<file path="src/rtl/uart_cmd_sequencer.sv">
// Parses SYNC/ADDR/DATA/CHK packets from a UART receiver byte stream and
// offers each checksum-valid packet downstream as a register-write command.
module uart_cmd_sequencer #(
  parameter logic [7:0]  SYNC_BYTE      = 8'hA5,
  parameter int unsigned TIMEOUT_CYCLES = 27800
) (
  input  logic       i_uart_clk,
  input  logic       i_reset_n,
  input  logic [7:0] i_byte_in,
  input  logic       i_data_valid,
  output logic       o_rx_ready,
  output logic       o_wr_valid,
  input  logic       i_wr_ready,
  output logic [7:0] o_wr_addr,
  output logic [7:0] o_wr_data,
  output logic       o_chk_err,
  output logic       o_timeout,
  output logic [7:0] o_err_cnt,
  output logic       o_busy
);

  localparam int unsigned   CW       = $clog2(TIMEOUT_CYCLES + 1);
  localparam logic [CW-1:0] TMO_LAST = CW'(TIMEOUT_CYCLES - 1);

  typedef enum logic [2:0] {IDLE, GET_ADDR, GET_DATA, GET_CHK, ISSUE} state_t;

  state_t        state, state_next;
  logic [CW-1:0] tmo_cnt, tmo_next;
  logic          accept, in_get, tmo_fire;
  logic          chk_err_next, timeout_next;
  logic [7:0]    chk_exp;

  // A byte is taken only once per receiver handshake and never while a write is pending.
  assign accept   = i_data_valid && !o_rx_ready && (state != ISSUE);
  assign in_get   = (state == GET_ADDR) || (state == GET_DATA) || (state == GET_CHK);
  assign tmo_fire = in_get && !accept && (tmo_cnt == TMO_LAST);
  assign chk_exp  = o_wr_addr + o_wr_data;

  assign o_wr_valid = (state == ISSUE);
  assign o_busy     = (state != IDLE);

  always_comb begin
    state_next   = state;
    chk_err_next = 1'b0;
    timeout_next = 1'b0;
    tmo_next     = '0;
    if (in_get && !accept && !tmo_fire) begin
      tmo_next = tmo_cnt + 1'b1;
    end
    case (state)
      IDLE:     if (accept && (i_byte_in == SYNC_BYTE)) state_next = GET_ADDR;
      GET_ADDR: if (accept) state_next = GET_DATA;
      GET_DATA: if (accept) state_next = GET_CHK;
      GET_CHK: begin
        if (accept) begin
          if (i_byte_in == chk_exp) begin
            state_next = ISSUE;
          end else begin
            state_next   = IDLE;
            chk_err_next = 1'b1;
          end
        end
      end
      ISSUE:    if (i_wr_ready) state_next = IDLE;
      default:  state_next = IDLE;
    endcase
    // tmo_fire already excludes an accepted byte, so acceptance wins a tie.
    if (tmo_fire) begin
      state_next   = IDLE;
      timeout_next = 1'b1;
    end
  end

  always_ff @(posedge i_uart_clk or negedge i_reset_n) begin
    if (!i_reset_n) begin
      state     <= IDLE;
      tmo_cnt   <= '0;
      o_chk_err <= 1'b0;
      o_timeout <= 1'b0;
    end else begin
      state     <= state_next;
      tmo_cnt   <= tmo_next;
      o_chk_err <= chk_err_next;
      o_timeout <= timeout_next;
    end
  end

  always_ff @(posedge i_uart_clk or negedge i_reset_n) begin
    if (!i_reset_n) begin
      o_rx_ready <= 1'b0;
      o_wr_addr  <= '0;
      o_wr_data  <= '0;
      o_err_cnt  <= '0;
    end else begin
      if (accept) begin
        o_rx_ready <= 1'b1;
      end else if (o_rx_ready && !i_data_valid) begin
        o_rx_ready <= 1'b0;
      end
      if (accept && (state == GET_ADDR)) o_wr_addr <= i_byte_in;
      if (accept && (state == GET_DATA)) o_wr_data <= i_byte_in;
      if ((o_chk_err || o_timeout) && (o_err_cnt != 8'hFF)) begin
        o_err_cnt <= o_err_cnt + 8'd1;
      end
    end
  end

endmodule

</file>
<file path="config.mk">
export PLATFORM = sky130hd
export DESIGN_NAME = uart_cmd_sequencer
export DESIGN_NICKNAME = d
export VERILOG_FILES = /design/src/rtl/uart_cmd_sequencer.sv
export SDC_FILE = /design/constraint.sdc
export NUM_CORES = 1
export LEC_CHECK = 0
export ABC_AREA = 1
export CAP_MARGIN = 20
export CORE_MARGIN = 2
export CORE_UTILIZATION = 36
export CTS_CLUSTER_DIAMETER = 50
export CTS_CLUSTER_SIZE = 40
export DETAILED_ROUTE_END_ITERATION = 6
export PLACE_DENSITY = 0.6
export SLEW_MARGIN = 20
export SYNTH_ARGS = -nofsm -noshare
export SYNTH_HDL_FRONTEND = slang
export SYNTH_SLANG_ARGS = --single-unit
</file>
<file path="constraint.sdc">
create_clock -name i_uart_clk -period 4.98 [get_ports i_uart_clk]
set_clock_uncertainty 0.2 [all_clocks]
set_input_delay 0.996 -clock i_uart_clk [delete_from_list [all_inputs] [get_ports i_uart_clk]]
set_output_delay 0.996 -clock i_uart_clk [all_outputs]
set_load 0.01 [all_outputs]
</file>
After elaboration in Yosys (flattened, before gate mapping)
Cells that the tools add are included.
{"block": "classes", "reduce_logical": 21, "n_eq_ne": 14, "n_addsub": 3, "muxes": 15}
{"op": "two-way mux 3 bit", "n": 7}
{"op": "adder 15 x 1 -> 15 bit (second input constant)", "n": 1}
{"op": "equality test 15 bit (second input constant)", "n": 1}
{"op": "two-way mux 15 bit", "n": 1}
{"op": "!= test 3 bit (second input constant)", "n": 5}
{"op": "case mux 3 bit (5 select lines)", "n": 1}
{"op": "logical AND 1 bit", "n": 10}
{"op": "adder 8 x 1 -> 8 bit (second input constant)", "n": 1}
{"op": "adder 8 bit", "n": 1}
{"op": "equality test 8 bit", "n": 1}
{"op": "equality test 8 bit (second input constant)", "n": 1}
{"op": "!= test 8 bit (second input constant)", "n": 1}
{"op": "equality test 3 x 2 -> 1 bit (second input constant)", "n": 2}
{"op": "two-way mux 1 bit", "n": 6}
{"op": "AND reduction 5 bit", "n": 1}
{"op": "logical NOT 1 bit", "n": 4}
{"op": "equality test 3 x 1 -> 1 bit (second input constant)", "n": 1}
{"op": "equality test 3 bit (second input constant)", "n": 1}
{"op": "logical NOT 3 bit", "n": 1}
{"op": "logical OR 1 bit", "n": 3}
{"op": "!= test 3 x 1 -> 1 bit (second input constant)", "n": 1}
{"op": "nonzero test 3 bit", "n": 1}
{"op": "nonzero test 2 bit", "n": 1}
{"block": "totals", "out_inout_bits": 29, "reg_bits": 45, "wordCells": 61}

Longest topological paths before layout
Gate-level depths: netlist of run 1.
{"block": "logic_depth", "depth_word": 9, "ltp_mapped": 12, "ltp_nobuf": 12}

Worst setup path after synthesis of run 1
Ideal clock, no wire load.
{"block": "synth_path", "path_type": "input-to-reg", "start": "input port i_data_valid", "end": "register o_wr_addr[6]", "t_required_ns": 4.654, "t_arrival_ns": 1.765, "setup_ns": 0.126, "path_buffers": 1, "path_slack_ns": 2.889, "path_stages": 8, "cell_sequence": "inv_1 nor2_1 o21ai_4 inv_1 nand2_4 buf_6 nand2_1 o21ai_0"}
{"block": "synth_via", "elab_chain_cells": 3}
{"element": "from (decl)", "line": "10", "source": "input logic i_data_valid,"}
{"element": "logical AND 1 bit (2 in a row)", "line": "34", "source": "assign accept = i_data_valid && !o_rx_ready && (state != ISSUE);"}
{"element": "logical AND 1 bit", "line": "100", "source": "if (accept && (state == GET_ADDR)) o_wr_addr <= i_byte_in;"}
{"element": "to (signal assigned)", "line": "100"}
{"element": "to (decl)", "line": "14", "source": "output logic [7:0] o_wr_addr,"}
No other way between the ends.
A chain may end at the register's enable or synchronous reset.

Worst setup path in the final report of run 1
{"block": "layout_path", "start": "register state[0]", "end": "output port o_busy"}
{"block": "layout_via", "elab_chain_cells": 1}
{"element": "from (decl)", "line": "27", "source": "state_t state, state_next;"}
{"element": "from (signal assigned)", "line": "81", "source": "state <= state_next;"}
{"element": "nonzero test 3 bit", "line": "40", "source": "assign o_busy = (state != IDLE);"}
{"element": "to (decl)", "line": "19", "source": "output logic o_busy"}
No other way between the ends.

==> results summary, run 1 <==
The worst register-to-register path begins at o_wr_addr[0]. The Yosys step of the flow raised 0 warnings. The area of the core came out at 7214 um2. The wire-length estimate of the detail-placed layout is 4.089 mm. After synthesis the cells add up to 2669 um2. Together, buffers and inverters on the worst path number 3. For this run, design rule violations remaining after detail routing come to 0. The total of endpoints with negative setup slack in the final report came out at 0. The slack of the worst reg-to-reg path is 2.76 ns. The number of standard cells in the final layout excluding fillers is 478. The tree is rooted in a clkbuf_8. The total power divided by cell area is 466.5 nW/um2. Ranked by total cell area, the synthesized netlist is headed by dfrtp_1 42%, nand2_1 12%, inv_1 6.6%. Derived from the worst setup path, the maximum achievable clock frequency is 0.3486 GHz. The number of nets produced by synthesis came out at 357. The number of distinct standard cells referenced by the synthesized netlist is 32. The post-place setup slack came out at 2.223 ns. The maximum number of pins on one net before global-route repair is 46.

The violation count after the first detailed-route iteration is 80. The clock transition at the registers of the reported paths came out at 0.09 ns. Relative to the synthesized area, the layout overhead comes to 21.33%. After technology mapping, the gate count stands at 335. The largest total area in the synthesized netlist belongs to dfrtp_1.

In the post-synthesis netlist, the cell with the most instances is nand2_1. Along the worst path, the maximum fanout reaches 5. The min-delay analysis places its worst path in the category reg -> reg. The post-CTS resize count is 0.

Among all stages on the critical path, the largest delay is contributed by clkdlybuf4s50_1. The die covers 8118 um2. The count of cells along the worst register-to-register path came out at 11.

The worst setup path is captured at a primary output. The final hold violation count came to 0. The count of standard-cell rows is 31. Setup repair after global routing left no endpoint under its margin. The final layout contains routed wiring with a total length of 5.418 mm.

The headroom to the max-slew limit is 0.6264. The mean post-synth cell area came out at 7.967 um2. The number of cells in the design after placement is 470. The number of detailed-route iterations in the first pass came out at 4.

In this run, post-CTS hold repair placed 0 buffers. The average routed wire per standard cell came out at 11.33 um. The number of global-route vias before repair came out at 2079. The total clock buffers created by CTS came out at 5. Data on the critical path arrives at its endpoint at 1.67 ns. Among cell families on the critical path, the largest total delay comes from buffers and inverters. Measured on the finished design, the core utilization comes to 0.4488. The total routing usage reported by global routing came out at 0.1421.

The initial core utilization is 0.3699. The post-detailed-route via-to-cell ratio came out at 4.544. The buffer levels on the longest clock path came out at 2. The fraction of post-synthesis cell area in the top cell type by area came out at 0.4219.

The number of nets with antenna violations after routing is 0. The smallest setup slack after layout came out at 2.111 ns. The later pin in the worst-skew pair is clocked with a latency of 0.30 ns.

The most numerous cell type found on the critical path is inv_1. The flow ran to the end, and the final reports show no timing, DRC or antenna violations. The most used flip-flop cell after synthesis is dfrtp_1. The depth of the worst hold-timing path came out at 1.

By startpoint and endpoint, the worst setup path is classified as reg -> out. After the last flow step, the layout net total stands at 400. The fraction of layout cells with a size suffix above 1 came out at 0.07652. The worst path in the final design needs a cycle of 2.869 ns, including I/O delays and setup. The post-route clock period utilization is 0.5761. The maximum vdd drop is 0.0001608 V. The leftover overflow at the end of global routing is 0. The endpoint of the worst hold path is tmo_cnt[0]. In this run the most critical hold path is launched from tmo_cnt[0]. After synthesis, the most frequently instantiated cells are 83 x nand2_1, 47 x inv_1, 45 x dfrtp_1, 33 x nor2_1, 22 x nand3_1. The initial antenna violation count is 0.

The number of setup buffers added after CTS is 0. The tool flagged a number of max-cap violations equal to 0. The number of sinks handled by clock tree synthesis is 45. The largest single stage delay on the critical path is 0.47 ns. TritonCTS built the clock tree. The kind of start point of the critical path is a flop. The register area share after synthesis came out at 0.4219.

The count of buffers added on input and output ports is 40. The reg-to-reg endpoint is state[2]. 0 antenna diodes ended up in the layout. The clock tree synthesis step divided the H-tree into 2 levels.

At the end of routability-driven placement, the weighted congestion stood at 0.8324. The logic depth of the worst setup path including buffers came out at 5. The filler cell count in the final layout is 758. The actual slew at the worst max-slew pin is 0.5605 ns.

Summed over all failing endpoints, the final setup total negative slack is 0 ns. The overall die height is 90.10 um. The top-level I/O count is 41. From left edge to right edge, the die measures 90.10 um.

Detailed routing inserted a total of 2172 vias. The number of enable-type register cells in the synthesized netlist is 0. Counting flops with an async set or reset pin after synthesis yields a share of 1.000.

The required time of the critical path is 3.78 ns. The first-pass GRT wire length came out at 9.528 mm. The analysis attributes to cell leakage a power of 0.001562 uW. The total count of max-transition violations in the final report is 0. Walking the worst path, the cells encountered are inv_1 > nand2_4 > nor2_1 > inv_1 > clkdlybuf4s50_1. The register bit total from synthesis came out at 45.
registers in the layout, indices dropped and copies added, names as in the netlist:
| name | flops |
|---|---|
| state | 3 |
| o_wr_data | 8 |
| o_rx_ready | 1 |
| o_err_cnt | 8 |
| tmo_cnt | 15 |
| o_timeout | 1 |
| o_chk_err | 1 |
| o_wr_addr | 8 |
metrics by stage:
| stage | total power [uW] | hold WS (ns) | area [um2] |
|---|---|---|---|
| after floorplan | 1043 | 0.2310 | 2669 |
| after global placement | 1282 | 0.2583 | 3149 |
| after detailed placement | 1291 | 0.2531 | 3149 |
| after CTS | 1527 | 0.2727 | 3236 |
| after global routing | 1648 | 0.3118 | 3238 |
| final | 1511 | 0.2687 | 3238 |
cells by family after synthesis:
group / share of synthesized area
AO/OA/AOI/OAI: 0.07033
XOR/XNOR: 0.06564
adder cells (fa/ha/maj): 0.04970
buffers and inverters: 0.08485
flip-flops: 0.4219
AND/OR/NAND/NOR: 0.3075
worst max path at each step:
stage	start	to	slack, ns
after global placement	i_byte_in[7]	state[1]	2.32
after detailed placement	i_byte_in[5]	state[1]	2.22
final	state[0]	o_busy	2.11
after CTS	state[0]	o_busy	2.09
after global routing	state[0]	o_busy	2.00
after floorplan	i_data_valid	o_wr_addr[6]	2.89
worst register-to-register path, cell delays in order, from the launching register on:
cell and delay (ns):
dfrtp_1 0.41, ha_1 0.26, fa_1 0.43, nand2_1 0.13, nand2_1 0.09, nand3_1 0.10, nand3_1 0.08, nand2_1 0.08
nand2_1 0.06, nor2_1 0.13, nand4_1 0.13, nand2_1 0.08
power by group:
part	internal (uW)	total, uW	leakage, uW	switching, uW
sequential	449	525	0.000598	76.4
clock	97.2	231	0.0000439	134
combinational	346	754	0.000920	408
cell type report:
cell class | instances | area (um2) | area share
clock buffers | 5 | 68.82 | 0.02125
clock inverters | 3 | 17.52 | 0.005410
inverters | 50 | 187.7 | 0.05796
multi-input cells | 236 | 1316 | 0.4065
flip-flops and latches | 45 | 1126 | 0.3478
well taps | 99 | 123.9 | 0.03825
repair buffers | 40 | 397.9 | 0.1229
layer usage:
| layer | vias to the layer above | track usage | wire length [um] |
|---|---|---|---|
| met5 | - | 0 | 0 |
| met4 | 0 | 0.05000 | 89 |
| met3 | 6 | 0.03101 | 234 |
| met2 | 46 | 0.2168 | 2328 |
| met1 | 969 | 0.1993 | 2765 |
| li1 | 1151 | - | - |
cell usage in the layout (no fill, tap or decap), types with 5 or more instances in the layout:
cell type        count
inv_1               47
a21oi_1              9
nor3_1              11
xnor2_1             12
nor2_1              33
ha_1                 9
o21ai_0             16
xor2_1               8
clkbuf_8             5
nand2_1             83
nand3_1             22
clkdlybuf4s50_1     39
dfrtp_1             45
No activity file was read; power rests on OpenSTA's default activity.
==> inputs of run 2 (changes only) <==
clock period = 2.9 ns   (was 4.98 ns; I/O delays follow)
==> results summary, run 2 (synthesis results as in run 1) <==
The cell sitting at the root of the clock tree is a clkbuf_8. The overall die height is 90.10 um. The total routing usage reported by global routing came out at 0.1384.

The number of nets with antenna violations after routing came out at 0. The post-DP HPWL came out at 4.149 mm. The count of standard-cell rows came out at 31.

In this run the count of I/O pins placed on the die edge is 41. The post-detailed-route via-to-cell ratio is 4.649. The library cells used most frequently in the layout, excluding fill and tap cells, are 83 x nand2_1, 47 x inv_1, 45 x dfrtp_1.

The violation count after the first detailed-route iteration came out at 82. STA classifies the critical path endpoint as a primary output. The signed area change from the synthesized netlist to the final layout is 22.55%. The most common library cell in the layout ignoring fill and taps is nand2_1.

The area of all placed cells without fillers came out at 3271 um2. The initial core utilization came out at 0.3699. After detailed routing, the average wire length per cell comes to 11.15 um.

The run finished with clean final reports. Of the cells placed in the final design, the portion with a size suffix greater than 1 is 0.07632. The number of standard cells in the final layout excluding fillers is 479. Clock-pin slew was measured on the worst setup and hold paths at 0.08 ns. The post-CTS resize count came out at 0. After detailed routing, the number of remaining DRC violations is 0. The final hold violation count came to 0. Routability-driven placement finished with a final weighted congestion of 0.8268. The post-place setup slack came out at 0.5834 ns.

Once placement completed, the tool counted placed cells totaling 471. 0 antenna diodes ended up in the layout. The total power divided by cell area is 816.1 nW/um2. The number of buffers inserted by port buffering came out at 40. The die area came out at 8118 um2. The total count of max-transition violations in the final report came to 0. The leakage power summed over all cells is 0.001580 uW. The final hold slack came out at 0.2717 ns. The total clock buffers created by CTS came out at 5. The smallest setup slack after layout is 0.4080 ns.

Setup repair after global routing left no endpoint under its margin. The number of setup buffers added after CTS is 0. Summed over all failing endpoints, the final setup total negative slack is 0 ns.

The clock insertion delay at the later pin of the skew report is 0.30 ns. The first-pass GRT wire length came out at 9.259 mm. The H-tree was split into 2 levels. The die outline width is 90.10 um. The pre-antenna-repair detailed-routing pass consisted of 5 iterations.

The actual slew at the worst max-slew pin is 0.4456 ns. In this run the tightest slew margin relative to its limit is 0.7007. The post-route clock period utilization came out at 0.8593. The minimum clock period came out at 2.492 ns. In this run the worst hold path is classified as reg -> reg. The buffer levels on the longest clock path came out at 2. The critical-path maximum fanout came out at 5.

The initial antenna violation count came out at 0. The detailed-route via count is 2227. The region available for standard cell placement spans 7214 um2. The layout net count is 402.

The tool flagged a number of max-cap violations equal to 0. The post-detailed-routing wire length is 5.340 mm. Entering global routing, the biggest net connects 30 pins.

tmo_cnt holds more flip-flops than any other register. The maximum vdd drop came out at 0.0002784 V. Data arrives at the worst endpoint at 1.71 ns. The number of global-route vias before repair is 2028. The maximum operating frequency is 0.4013 GHz. The leftover overflow at the end of global routing came out at 0. The required time of the critical path is 2.12 ns.

The flip-flop count of the largest register after layout is 15. The total of endpoints with negative setup slack in the final report is 0. The number of sinks handled by clock tree synthesis came out at 45. The CTS tree is built.

The kind of start point of the critical path is a flop. The placed instances occupy a cell area of 3157 um2. By startpoint and endpoint, the worst setup path is classified as reg -> out.
## run 2: cell count changes in the layout (fill, tap and decap cells not counted), sizes merged
cell / previous run / this run
clkinv: 2 / 1
buf: 1 / 2
dlygate4sd3: 0 / 1
clkinvlp: 1 / 0
bufinv: 0 / 1
## run 2: critical path, cell delays in order, from the launching register on
cell and delay (ns):
dfrtp_1 0.40, inv_1 0.16, nand2_4 0.11, nor2_1 0.20, inv_1 0.07, clkdlybuf4s50_1 0.48
## run 2: cell type report
| type | instances | area [um2] |
|---|---|---|
| Timing Repair Buffer | 42 | 412.9 |
| Fill cell | 744 | 3944 |
| Inverter | 50 | 187.7 |
| Sequential cell | 45 | 1126 |
| Multi-Input combinational cell | 236 | 1316 |
| Clock buffer | 5 | 68.82 |
| Tap cell | 99 | 123.9 |
| Clock inverter | 2 | 35.03 |
## run 2: path summary, 6_finish.rpt
check	start	to	slack [ns]	cells after the start
worst min register to register	tmo_cnt[0]	tmo_cnt[0]	0.27	1
worst max register to register	o_wr_addr[0]	state[2]	0.69	11
worst min-delay path	tmo_cnt[0]	tmo_cnt[0]	0.27	1
worst max-delay path	state[0]	o_busy	0.41	5
min in group asynchronous	i_reset_n	o_wr_data[2]	0.53	2
max in group asynchronous	i_reset_n	o_err_cnt[6]	1.27	3
## run 2: per-layer routing
layer  GRT usage  part of all wire  routed length [um]  vias to the layer above
li1            -                 -                   -                     1156
met1      0.1980              0.52                2756                     1026
met2      0.2105              0.44                2330                       39
met3     0.02766             0.034                 180                        6
met4     0.04487             0.013                  72                        0
met5           0                 0                   0                        -
## run 2: stage by stage
step / total power [uW] / utilization
4_1_cts: 2699 / 0.4533
3_3_place_gp: 2205 / 0.4376
3_5_place_dp: 2223 / 0.4376
5_1_grt: 2914 / 0.4533
2_1_floorplan: 1791 / -
6_report: 2669 / 0.4533
## run 2: where the power goes
part           total [uW]  internal [uW]  switching [uW]  leakage, uW
clock network         461            251             210    0.0000540
logic                1310            597             710     0.000928
registers             901            771             131     0.000598
## run 2: timing repair
action	in CTS	in global routing
endpoints found under the hold margin	6	0
endpoints found under the setup margin	0	0
hold buffers	1	0
==> inputs of run 3 (changes only) <==
CTS_CLUSTER_DIAMETER = 200   (was 50)
PLACE_DENSITY = 0.62   (was 0.6)
clock period = 2.1 ns   (was 2.9 ns; I/O delays follow)
==> results summary, run 3 (synthesis results as in run 1) <==
The run finished with clean final reports. The detail route stage leaves a number of antenna-violating nets equal to 0. The top cell types in the final layout, fill and taps aside, are 82 x nand2_1, 45 x inv_1, 45 x dfrtp_1. Setup repair after global routing could not meet its margin everywhere.

The signed area change from the synthesized netlist to the final layout came out at 24.47%. The tightest hold path in the finished design has a slack of 0.2727 ns. The initial core utilization is 0.3699.

By startpoint and endpoint, the worst setup path is classified as reg -> out. The buffer levels on the longest clock path came out at 2. The library cell used most frequently in the layout, excluding fill and tap cells, is nand2_1.

The layout has 743 filler cells. The flip-flop count of the largest register after layout is 15. Entering global routing, the biggest net connects 21 pins.

The violation count after the first detailed-route iteration came out at 103. The peak per-stage delay on the critical path came out at 0.42 ns. The final hold violation count is 0. The count of standard-cell rows came out at 31. The critical-path maximum fanout came out at 5. The completed layout was analyzed and its total power is 3696 uW. The tool flagged a number of max-cap violations equal to 0.

Input and output buffers added on the ports amount to 40. The die area is 8118 um2. The average routed wire per standard cell is 11.50 um.

The minimum clock period came out at 2.012 ns. For this design, the slowest cell found on the critical path is dfrtp_1. The utilization after layout is 0.4605. The post-DP HPWL came out at 4.325 mm. The leakage power summed over all cells is 0.001603 uW.

Dividing the detail-routed via count by the number of cells gives 4.630. The detailed-route via count is 2250. The number of global-route vias before repair came to 2136. The required time of the critical path is 1.48 ns. After routing the design area is 3322 um2. The instance area at placement is 3202 um2.

In this design, the largest share of critical-path delay is due to buffers and inverters. The clock insertion delay at the later pin of the skew report came out at 0.30 ns. The die outline width came out at 90.10 um. The total power divided by cell area is 1113 nW/um2. At the pin with the least slew margin, the transition time is 0.4440 ns. After detailed routing, the total wire length is 5.588 mm. For this run, the total global-route usage over all layers was measured as 0.1470. The number of detailed-route iterations in the first pass is 4.

In this run the critical register-to-register path is captured at state[2]. The layout net count is 408. The class of the tightest hold or removal check is reg -> reg. The worst-case IR drop observed on VDD is 0.0003816 V. The die is 90.10 um tall. The initial antenna violation count came to 0. The post-route clock period utilization came out at 0.9582.

The H-tree depth reported by CTS is 2. The last weighted congestion value of the routability-driven placer is 0.8969. STA classifies the critical path startpoint as a flop. The end point of the critical path is o_busy. The maximum operating frequency is 0.4970 GHz. The first-pass GRT wire length came out at 9.908 mm. The worst setup path startpoint is state[0]. Timing analysis after detailed placement gives a worst setup slack of -0.05279 ns. Traced cell by cell, the critical path runs through inv_2 > nand2_4 > nor2_2 > inv_1 > dlygate4sd2_1.

The startpoint identified for the worst register-to-register timing path is o_wr_data[0]. TritonCTS built the clock tree. Setup slack on the worst reg-to-reg path comes out at 0.10 ns. The root buffer cell chosen for the clock tree is clkbuf_8. The count of cells along the worst register-to-register path came out at 9. The total clock buffers created by CTS came out at 5.

Ranked by flip-flop count, first place goes to tmo_cnt. The critical path arrival is 1.39 ns. The total of endpoints with negative setup slack in the final report is 0. The worst setup path is captured at a primary output. The antenna cell count is 0. The clock transition at the registers of the reported paths is 0.09 ns. Summed over all layers, the global routing overflow is 0. The logic depth of the worst setup path including buffers is 5.

The headroom to the max-slew limit is 0.7040. The residual DRC count came out at 0. Across all setup checks in the final design, the least slack found is 0.08779 ns. The number of sinks handled by clock tree synthesis came out at 45. Together, buffers and inverters on the worst path number 3.

The total count of max-transition violations in the final report came out at 0. The fraction of layout cells with a size suffix above 1 came out at 0.1137. The top-level I/O count came out at 41.

The area of the core is 7214 um2.
[run 3: how the worst min path moves through the flow]
stage                 start      endpoint  slack, ns  cells past startpoint
2_1_floorplan     i_reset_n     o_chk_err      -0.08                      0
3_3_place_gp      i_reset_n  o_wr_data[0]       0.19                      1
3_5_place_dp      i_reset_n  o_wr_data[0]       0.20                      1
4_1_cts          tmo_cnt[0]    tmo_cnt[0]       0.28                      1
5_1_grt        o_err_cnt[4]  o_err_cnt[4]       0.32                      1
6_report         tmo_cnt[0]    tmo_cnt[0]       0.27                      1
[run 3: per-stage QoR]
step                      std cells  setup TNS (ns)
after global routing            486        -0.04790
after detailed placement        477        -0.08394
after floorplan                 335               0
after global placement          477               0
after CTS                       486               0
final                           486               0
[run 3: what timing repair did]
action,in CTS,in global routing
hold buffers,1,0
endpoints found under the setup margin,2,3
hold endpoints to repair,18,0
pin swaps,0,6
resized for setup,5,6
buffers inserted,0,0
[run 3: area by class of cell]
cell class                      instances  area (um2)  share of cell area
Timing Repair Buffer                   48       456.7              0.1375
Tap cell                               99       123.9             0.03729
Sequential cell                        45        1126              0.3390
Multi-Input combinational cell        236        1331              0.4008
Inverter                               50       187.7             0.05650
Clock buffer                            6       82.58             0.02486
Clock inverter                          2       13.76            0.004143
[run 3: metal layers]
metal  global-route usage  up-vias  part of all wire
met5                    0        -                 0
met1               0.2072     1038              0.52
met4              0.04872        0             0.014
met2               0.2256       41              0.43
met3              0.03101        7             0.036
li1                     -     1164                 -
[run 3: power by group]
part / switching (uW) / total (uW) / internal [uW]
Clock: 302 / 569 / 267
Combinational: 1010 / 1880 / 872
Sequential: 181 / 1250 / 1060
